[src/rtl/tl_bank_request_buffer.sv]
// TileLink-UL buffer ahead of the bank binder: registered A and D queues plus an outstanding-request cap.
// Optional performance counters are enabled by defining TL_BANK_BUFFER_PERF_EN.
module tl_bank_request_buffer #(
    parameter int A_DEPTH      = 2,
    parameter int D_DEPTH      = 2,
    parameter int MAX_INFLIGHT = 8
) (
    input  logic        clock,
    input  logic        reset,
    output logic        auto_in_a_ready,
    input  logic        auto_in_a_valid,
    input  logic [2:0]  auto_in_a_bits_opcode,
    input  logic [2:0]  auto_in_a_bits_param,
    input  logic [2:0]  auto_in_a_bits_size,
    input  logic [7:0]  auto_in_a_bits_source,
    input  logic [32:0] auto_in_a_bits_address,
    input  logic [7:0]  auto_in_a_bits_mask,
    input  logic [63:0] auto_in_a_bits_data,
    input  logic        auto_in_d_ready,
    output logic        auto_in_d_valid,
    output logic [2:0]  auto_in_d_bits_opcode,
    output logic [1:0]  auto_in_d_bits_param,
    output logic [2:0]  auto_in_d_bits_size,
    output logic [7:0]  auto_in_d_bits_source,
    output logic        auto_in_d_bits_denied,
    output logic        auto_in_d_bits_corrupt,
    output logic [63:0] auto_in_d_bits_data,
    input  logic        auto_out_a_ready,
    output logic        auto_out_a_valid,
    output logic [2:0]  auto_out_a_bits_opcode,
    output logic [2:0]  auto_out_a_bits_param,
    output logic [2:0]  auto_out_a_bits_size,
    output logic [7:0]  auto_out_a_bits_source,
    output logic [32:0] auto_out_a_bits_address,
    output logic [7:0]  auto_out_a_bits_mask,
    output logic [63:0] auto_out_a_bits_data,
    output logic        auto_out_d_ready,
    input  logic        auto_out_d_valid,
    input  logic [2:0]  auto_out_d_bits_opcode,
    input  logic [1:0]  auto_out_d_bits_param,
    input  logic [2:0]  auto_out_d_bits_size,
    input  logic [7:0]  auto_out_d_bits_source,
    input  logic        auto_out_d_bits_sink,
    input  logic        auto_out_d_bits_denied,
    input  logic        auto_out_d_bits_corrupt,
    input  logic [63:0] auto_out_d_bits_data,
`ifdef TL_BANK_BUFFER_PERF_EN
    output logic [31:0] perf_a_stall_cycles,
    output logic [31:0] perf_inflight_cap_cycles,
`endif
    output logic [7:0]  inflight_count
);
    localparam int AW      = $clog2(A_DEPTH);
    localparam int DW      = $clog2(D_DEPTH);
    localparam int A_ENT_W = 122;
    localparam int D_ENT_W = 82;

    localparam logic [AW:0]   A_FULL_C  = (AW+1)'(A_DEPTH);
    localparam logic [DW:0]   D_FULL_C  = (DW+1)'(D_DEPTH);
    localparam logic [AW:0]   A_CNT_ONE = (AW+1)'(1);
    localparam logic [DW:0]   D_CNT_ONE = (DW+1)'(1);
    localparam logic [AW-1:0] A_PTR_ONE = AW'(1);
    localparam logic [DW-1:0] D_PTR_ONE = DW'(1);
    localparam logic [7:0]    MAX_INF   = 8'(MAX_INFLIGHT);

    logic [A_ENT_W-1:0] a_mem [A_DEPTH];
    logic [D_ENT_W-1:0] d_mem [D_DEPTH];
    logic [AW-1:0]      a_wr_ptr, a_rd_ptr;
    logic [DW-1:0]      d_wr_ptr, d_rd_ptr;
    logic [AW:0]        a_count, a_count_nxt;
    logic [DW:0]        d_count, d_count_nxt;
    logic               a_rdy_q, d_rdy_q;
    logic [7:0]         inflight, inflight_nxt;
    logic               a_enq, a_deq, d_enq, d_deq;
    logic               unused_sink;

    // The sink id carries no meaning upstream of the binder.
    assign unused_sink = auto_out_d_bits_sink;

    assign auto_in_a_ready  = a_rdy_q;
    assign auto_out_d_ready = d_rdy_q;
    assign auto_out_a_valid = (a_count != '0) && (inflight < MAX_INF);
    assign auto_in_d_valid  = (d_count != '0);
    assign inflight_count   = inflight;

    assign a_enq = auto_in_a_valid && a_rdy_q;
    assign a_deq = auto_out_a_valid && auto_out_a_ready;
    assign d_enq = auto_out_d_valid && d_rdy_q;
    assign d_deq = auto_in_d_valid && auto_in_d_ready;

    assign {auto_out_a_bits_opcode, auto_out_a_bits_param, auto_out_a_bits_size,
            auto_out_a_bits_source, auto_out_a_bits_address, auto_out_a_bits_mask,
            auto_out_a_bits_data} = a_mem[a_rd_ptr];
    assign {auto_in_d_bits_opcode, auto_in_d_bits_param, auto_in_d_bits_size,
            auto_in_d_bits_source, auto_in_d_bits_denied, auto_in_d_bits_corrupt,
            auto_in_d_bits_data} = d_mem[d_rd_ptr];

    always_comb begin
        a_count_nxt = a_count;
        if (a_enq && !a_deq)      a_count_nxt = a_count + A_CNT_ONE;
        else if (!a_enq && a_deq) a_count_nxt = a_count - A_CNT_ONE;
        d_count_nxt = d_count;
        if (d_enq && !d_deq)      d_count_nxt = d_count + D_CNT_ONE;
        else if (!d_enq && d_deq) d_count_nxt = d_count - D_CNT_ONE;
        // A D beat arriving with nothing outstanding is a protocol error; hold at zero.
        inflight_nxt = inflight;
        if (a_deq && !d_deq)                        inflight_nxt = inflight + 8'd1;
        else if (!a_deq && d_deq && inflight != '0) inflight_nxt = inflight - 8'd1;
    end

    always_ff @(posedge clock) begin
        if (!reset) begin
            a_wr_ptr <= '0;
            a_rd_ptr <= '0;
            a_count  <= '0;
            a_rdy_q  <= 1'b0;
            d_wr_ptr <= '0;
            d_rd_ptr <= '0;
            d_count  <= '0;
            d_rdy_q  <= 1'b0;
            inflight <= '0;
        end else begin
            if (a_enq) a_wr_ptr <= a_wr_ptr + A_PTR_ONE;
            if (a_deq) a_rd_ptr <= a_rd_ptr + A_PTR_ONE;
            if (d_enq) d_wr_ptr <= d_wr_ptr + D_PTR_ONE;
            if (d_deq) d_rd_ptr <= d_rd_ptr + D_PTR_ONE;
            a_count  <= a_count_nxt;
            d_count  <= d_count_nxt;
            // Ready flags are registered from the next occupancy so they never depend on the far side.
            a_rdy_q  <= (a_count_nxt != A_FULL_C);
            d_rdy_q  <= (d_count_nxt != D_FULL_C);
            inflight <= inflight_nxt;
        end
    end

    always_ff @(posedge clock) begin
        if (a_enq)
            a_mem[a_wr_ptr] <= {auto_in_a_bits_opcode, auto_in_a_bits_param, auto_in_a_bits_size,
                                auto_in_a_bits_source, auto_in_a_bits_address, auto_in_a_bits_mask,
                                auto_in_a_bits_data};
        if (d_enq)
            d_mem[d_wr_ptr] <= {auto_out_d_bits_opcode, auto_out_d_bits_param, auto_out_d_bits_size,
                                auto_out_d_bits_source, auto_out_d_bits_denied, auto_out_d_bits_corrupt,
                                auto_out_d_bits_data};
    end

`ifdef TL_BANK_BUFFER_PERF_EN
    always_ff @(posedge clock) begin
        if (!reset) begin
            perf_a_stall_cycles      <= '0;
            perf_inflight_cap_cycles <= '0;
        end else begin
            if (auto_out_a_valid && !auto_out_a_ready)
                perf_a_stall_cycles <= perf_a_stall_cycles + 32'd1;
            if ((a_count != '0) && (inflight == MAX_INF))
                perf_inflight_cap_cycles <= perf_inflight_cap_cycles + 32'd1;
        end
    end
`endif

endmodule
[config.mk]
export PLATFORM = sky130hd
export DESIGN_NAME = tl_bank_request_buffer
export DESIGN_NICKNAME = d
export VERILOG_FILES = /design/src/rtl/tl_bank_request_buffer.sv
export SDC_FILE = /design/constraint.sdc
export NUM_CORES = 1
export LEC_CHECK = 0
export ABC_AREA = 0
export ABC_CLOCK_PERIOD_IN_PS = 7300
export BUFFER_PORTS_ARGS = -buffer_cell sky130_fd_sc_hd__buf_2
export CORE_AREA = 2 2 191 193
export DETAILED_ROUTE_END_ITERATION = 16
export DIE_AREA = 0 0 193 195
export PLACE_DENSITY = 0.8
export SYNTH_ARGS = -nofsm -noshare
export SYNTH_HDL_FRONTEND = slang
export SYNTH_SLANG_ARGS = --single-unit
[constraint.sdc]
create_clock -name clock -period 7.3 [get_ports clock]
set_input_delay 0.365 -clock clock [delete_from_list [all_inputs] [get_ports clock]]
set_output_delay 0.365 -clock clock [all_outputs]
set_load 0.01 [all_outputs]
==> out/metrics.yaml <==
status: "finished, final reports clean"
clk_latency_ps: 550
crit_type: "register to primary output"
cts_buffers: 44
drtPass1Iterations: 4
postSynthAreaPerCell_sq_um: 20.6
syn_nets: 990
max_slew.worst_pin.slew_ps: 1110
ioPinCount: 427
critPathMaxFanout: 74
cts_resized: 0
hold_ws_ps: 27.4
hold_class: "input port to register"
grt_max_degree: 83
fill_cells: 2522
slew_violations: 0
netlist_instances: 769
grt_pass1_wl_mm: 55.4
overflow: 0
cts_tree: "built"
powerDensity_nw_per_um2: 327
initialDrtViolationCount: 482
layout.nets: 1608
ir_drop_uv: 256
die_area_sq_um: 37600
grt_usage: 0.194
gp_congestion: 0.854
finalWorstPathRequiredPeriod_ps: 3270
io_buffer_count: 425
syn2layout_area_growth_pct: 36.4
viasPerCell: 4.92
clk_pin_slew_ps: 60
fp.dieW_microns: 193
cts_buffer_depth: 3
ys_types: 37
antenna_found_initial: 2
vias: 9265
rsz0062_at_grt: "no"
layout-drive-gt1-share: 0.498
cts.htree.levels: 2
seq_area_frac_synth: 0.800
rows: 69
arrival_ps: 2910
maxCapViolCount: 0
finalWirelength_mm: 37.9
tns_ps: 0
worst_clock_skew_ps: 18.9
crit_required_ps: 6930
syn_area_sq_um: 15800
drcViolationCount: 0
fp.dieH_microns: 195
period_share: 0.449
ys_ff_latch: 428
leakagePower_nw: 8.14
clockRootBuffer: "clkbuf_16"
grt_pass1_vias: 10100
finalSetupViolCount: 0
initial_utilization: 0.447
fmax_mhz: 305
slew-limit-headroom: 0.261
dp_hpwl_mm: 23.5
clock-sinks: 428
r2r_slack_ps: 4280
post_drt_wl_per_cell_microns: 20.1
hold_violations: 0
cp-start-kind: "register"
yosys_warnings: 0
setup.worst_path.end_class: "primary output"
ant_nets: 0
coreArea_sq_um: 35400
[path summary, 6_finish.rpt]
check                            start                        to  depth (start not counted)
max                           register  auto_out_a_bits_data[16]                          3
min reg2reg                 d_count[0]          auto_out_d_ready                          1
max reg2reg          inflight_count[3]         inflight_count[7]                          8
min          auto_out_d_bits_opcode[1]              d_mem[0][80]                          1
[cell type report]
type	count	area [sq um]	area share
multi-input combinational	307	3060	0.142
clock buffer	61	1200	0.0554
inverter	9	33.8	0.00157
antenna	2	5.00	0.000232
clock inverter	20	216	0.0100
tap	461	577	0.0267
timing repair buffer	597	3830	0.178
sequential	428	12700	0.587
[cells in the mapped netlist, drive strengths merged]
cell / count / area (sq um)
o31ai: 1 / 7.51
fa: 1 / 20.0
mux2i: 7 / 70.1
o21ai: 3 / 26.3
edfxtp: 408 / 12300
a211oi: 1 / 7.51
o311ai: 1 / 8.76
a21oi: 4 / 20.0
o22ai: 2 / 12.5
and4: 1 / 8.76
a31oi: 3 / 18.8
or3: 1 / 6.26
nand2b: 3 / 18.8
or4: 2 / 22.5
a31o: 1 / 8.76
clkbuf: 21 / 78.8
nand3: 3 / 15.0
mux2: 204 / 2300
buf: 4 / 15.0
inv: 9 / 33.8
xnor2: 4 / 35.0
nor2: 6 / 22.5
and3: 2 / 12.5
o21a: 2 / 15.0
o311a: 1 / 10.0
or4b: 1 / 10.0
and3b: 1 / 8.76
xor2: 5 / 43.8
ha: 9 / 113
and2: 8 / 50.1
dfxtp: 20 / 400
nand3b: 1 / 7.51
nand2: 20 / 75.1
nor2b: 4 / 25.0
a21o: 3 / 22.5
o211a: 2 / 20.0
[metal layers]
metal  up-vias  track usage  wire [microns]
met5         -            0               0
met4         0       0.0878            1570
met3       101       0.0386            1890
met2       313        0.357           20500
met1      4588        0.215           13900
li1       4263            -               -
[sequential cells by signal (all words and copies together), names as in the netlist, named ones only]
| name | count |
|---|---|
| auto_out_d_ready | 1 |
| a_mem | 244 |
| d_rd_ptr | 1 |
| a_wr_ptr | 1 |
| inflight_count | 8 |
| d_count | 2 |
| a_rd_ptr | 1 |
| a_count | 2 |
| d_wr_ptr | 1 |
| auto_in_a_ready | 1 |
| d_mem | 164 |
[cells by family after synthesis]
| group | share of synthesized area |
|---|---|
| xor+xnor | 0.00498 |
| compound gates | 0.0112 |
| simple gates | 0.0179 |
| fa+ha+maj | 0.00838 |
| mux | 0.150 |
| buf+inv | 0.00807 |
| flops | 0.800 |
[critical path, stage by stage, from the launching register on]
cell     delay, ps
dfxtp_4        780
buf_4          830
mux2_2         470
buf_2          150
[through the flow]
| step | area [sq um] | worst slack (ps) | utilization | power [mW] | std cells |
|---|---|---|---|---|---|
| final | 21600 | 4030 | 0.610 | 7.07 | 1885 |
| after detailed placement | 18500 | 4290 | 0.523 | 4.82 | 1637 |
| after CTS | 21600 | 4020 | 0.610 | 7.09 | 1883 |
| after global routing | 21600 | 3900 | 0.610 | 7.35 | 1885 |
| after floorplan | 15800 | 1110 | - | 4.20 | 769 |
| after global placement | 18500 | 4330 | 0.523 | 4.77 | 1637 |
[placed cells by master, fill, tap and decap left out, types with 3 or more instances in the layout]
cell type,n
buf_2,425
edfxtp_1,408
mux2_2,204
dlygate4sd3_1,165
clkbuf_16,45
nand2_1,20
dfxtp_1,18
clkbuf_1,15
inv_1,9
ha_1,9
and2_1,8
mux2i_1,7
buf_4,7
clkinv_2,6
xor2_1,5
nor2b_1,4
nor2_1,4
xnor2_1,4
a21oi_1,4
inv_6,4
bufinv_16,4
clkinv_1,4
nand2b_1,3
nand3_1,3
a21o_1,3
a31oi_1,3
[where the power goes]
group	leakage [nW]	internal, mW	switching (mW)
Sequential	3.90	2.94	0.118
Clock	0.688	1.29	0.904
Combinational	3.55	0.866	0.944
[timing repair]
action / CTS / global route
hold buffers: 165 / 0
buffers inserted: 0 / 0
endpoints found under the hold margin: 322 / 0
Note: power is estimated with default switching activity, not from simulation.
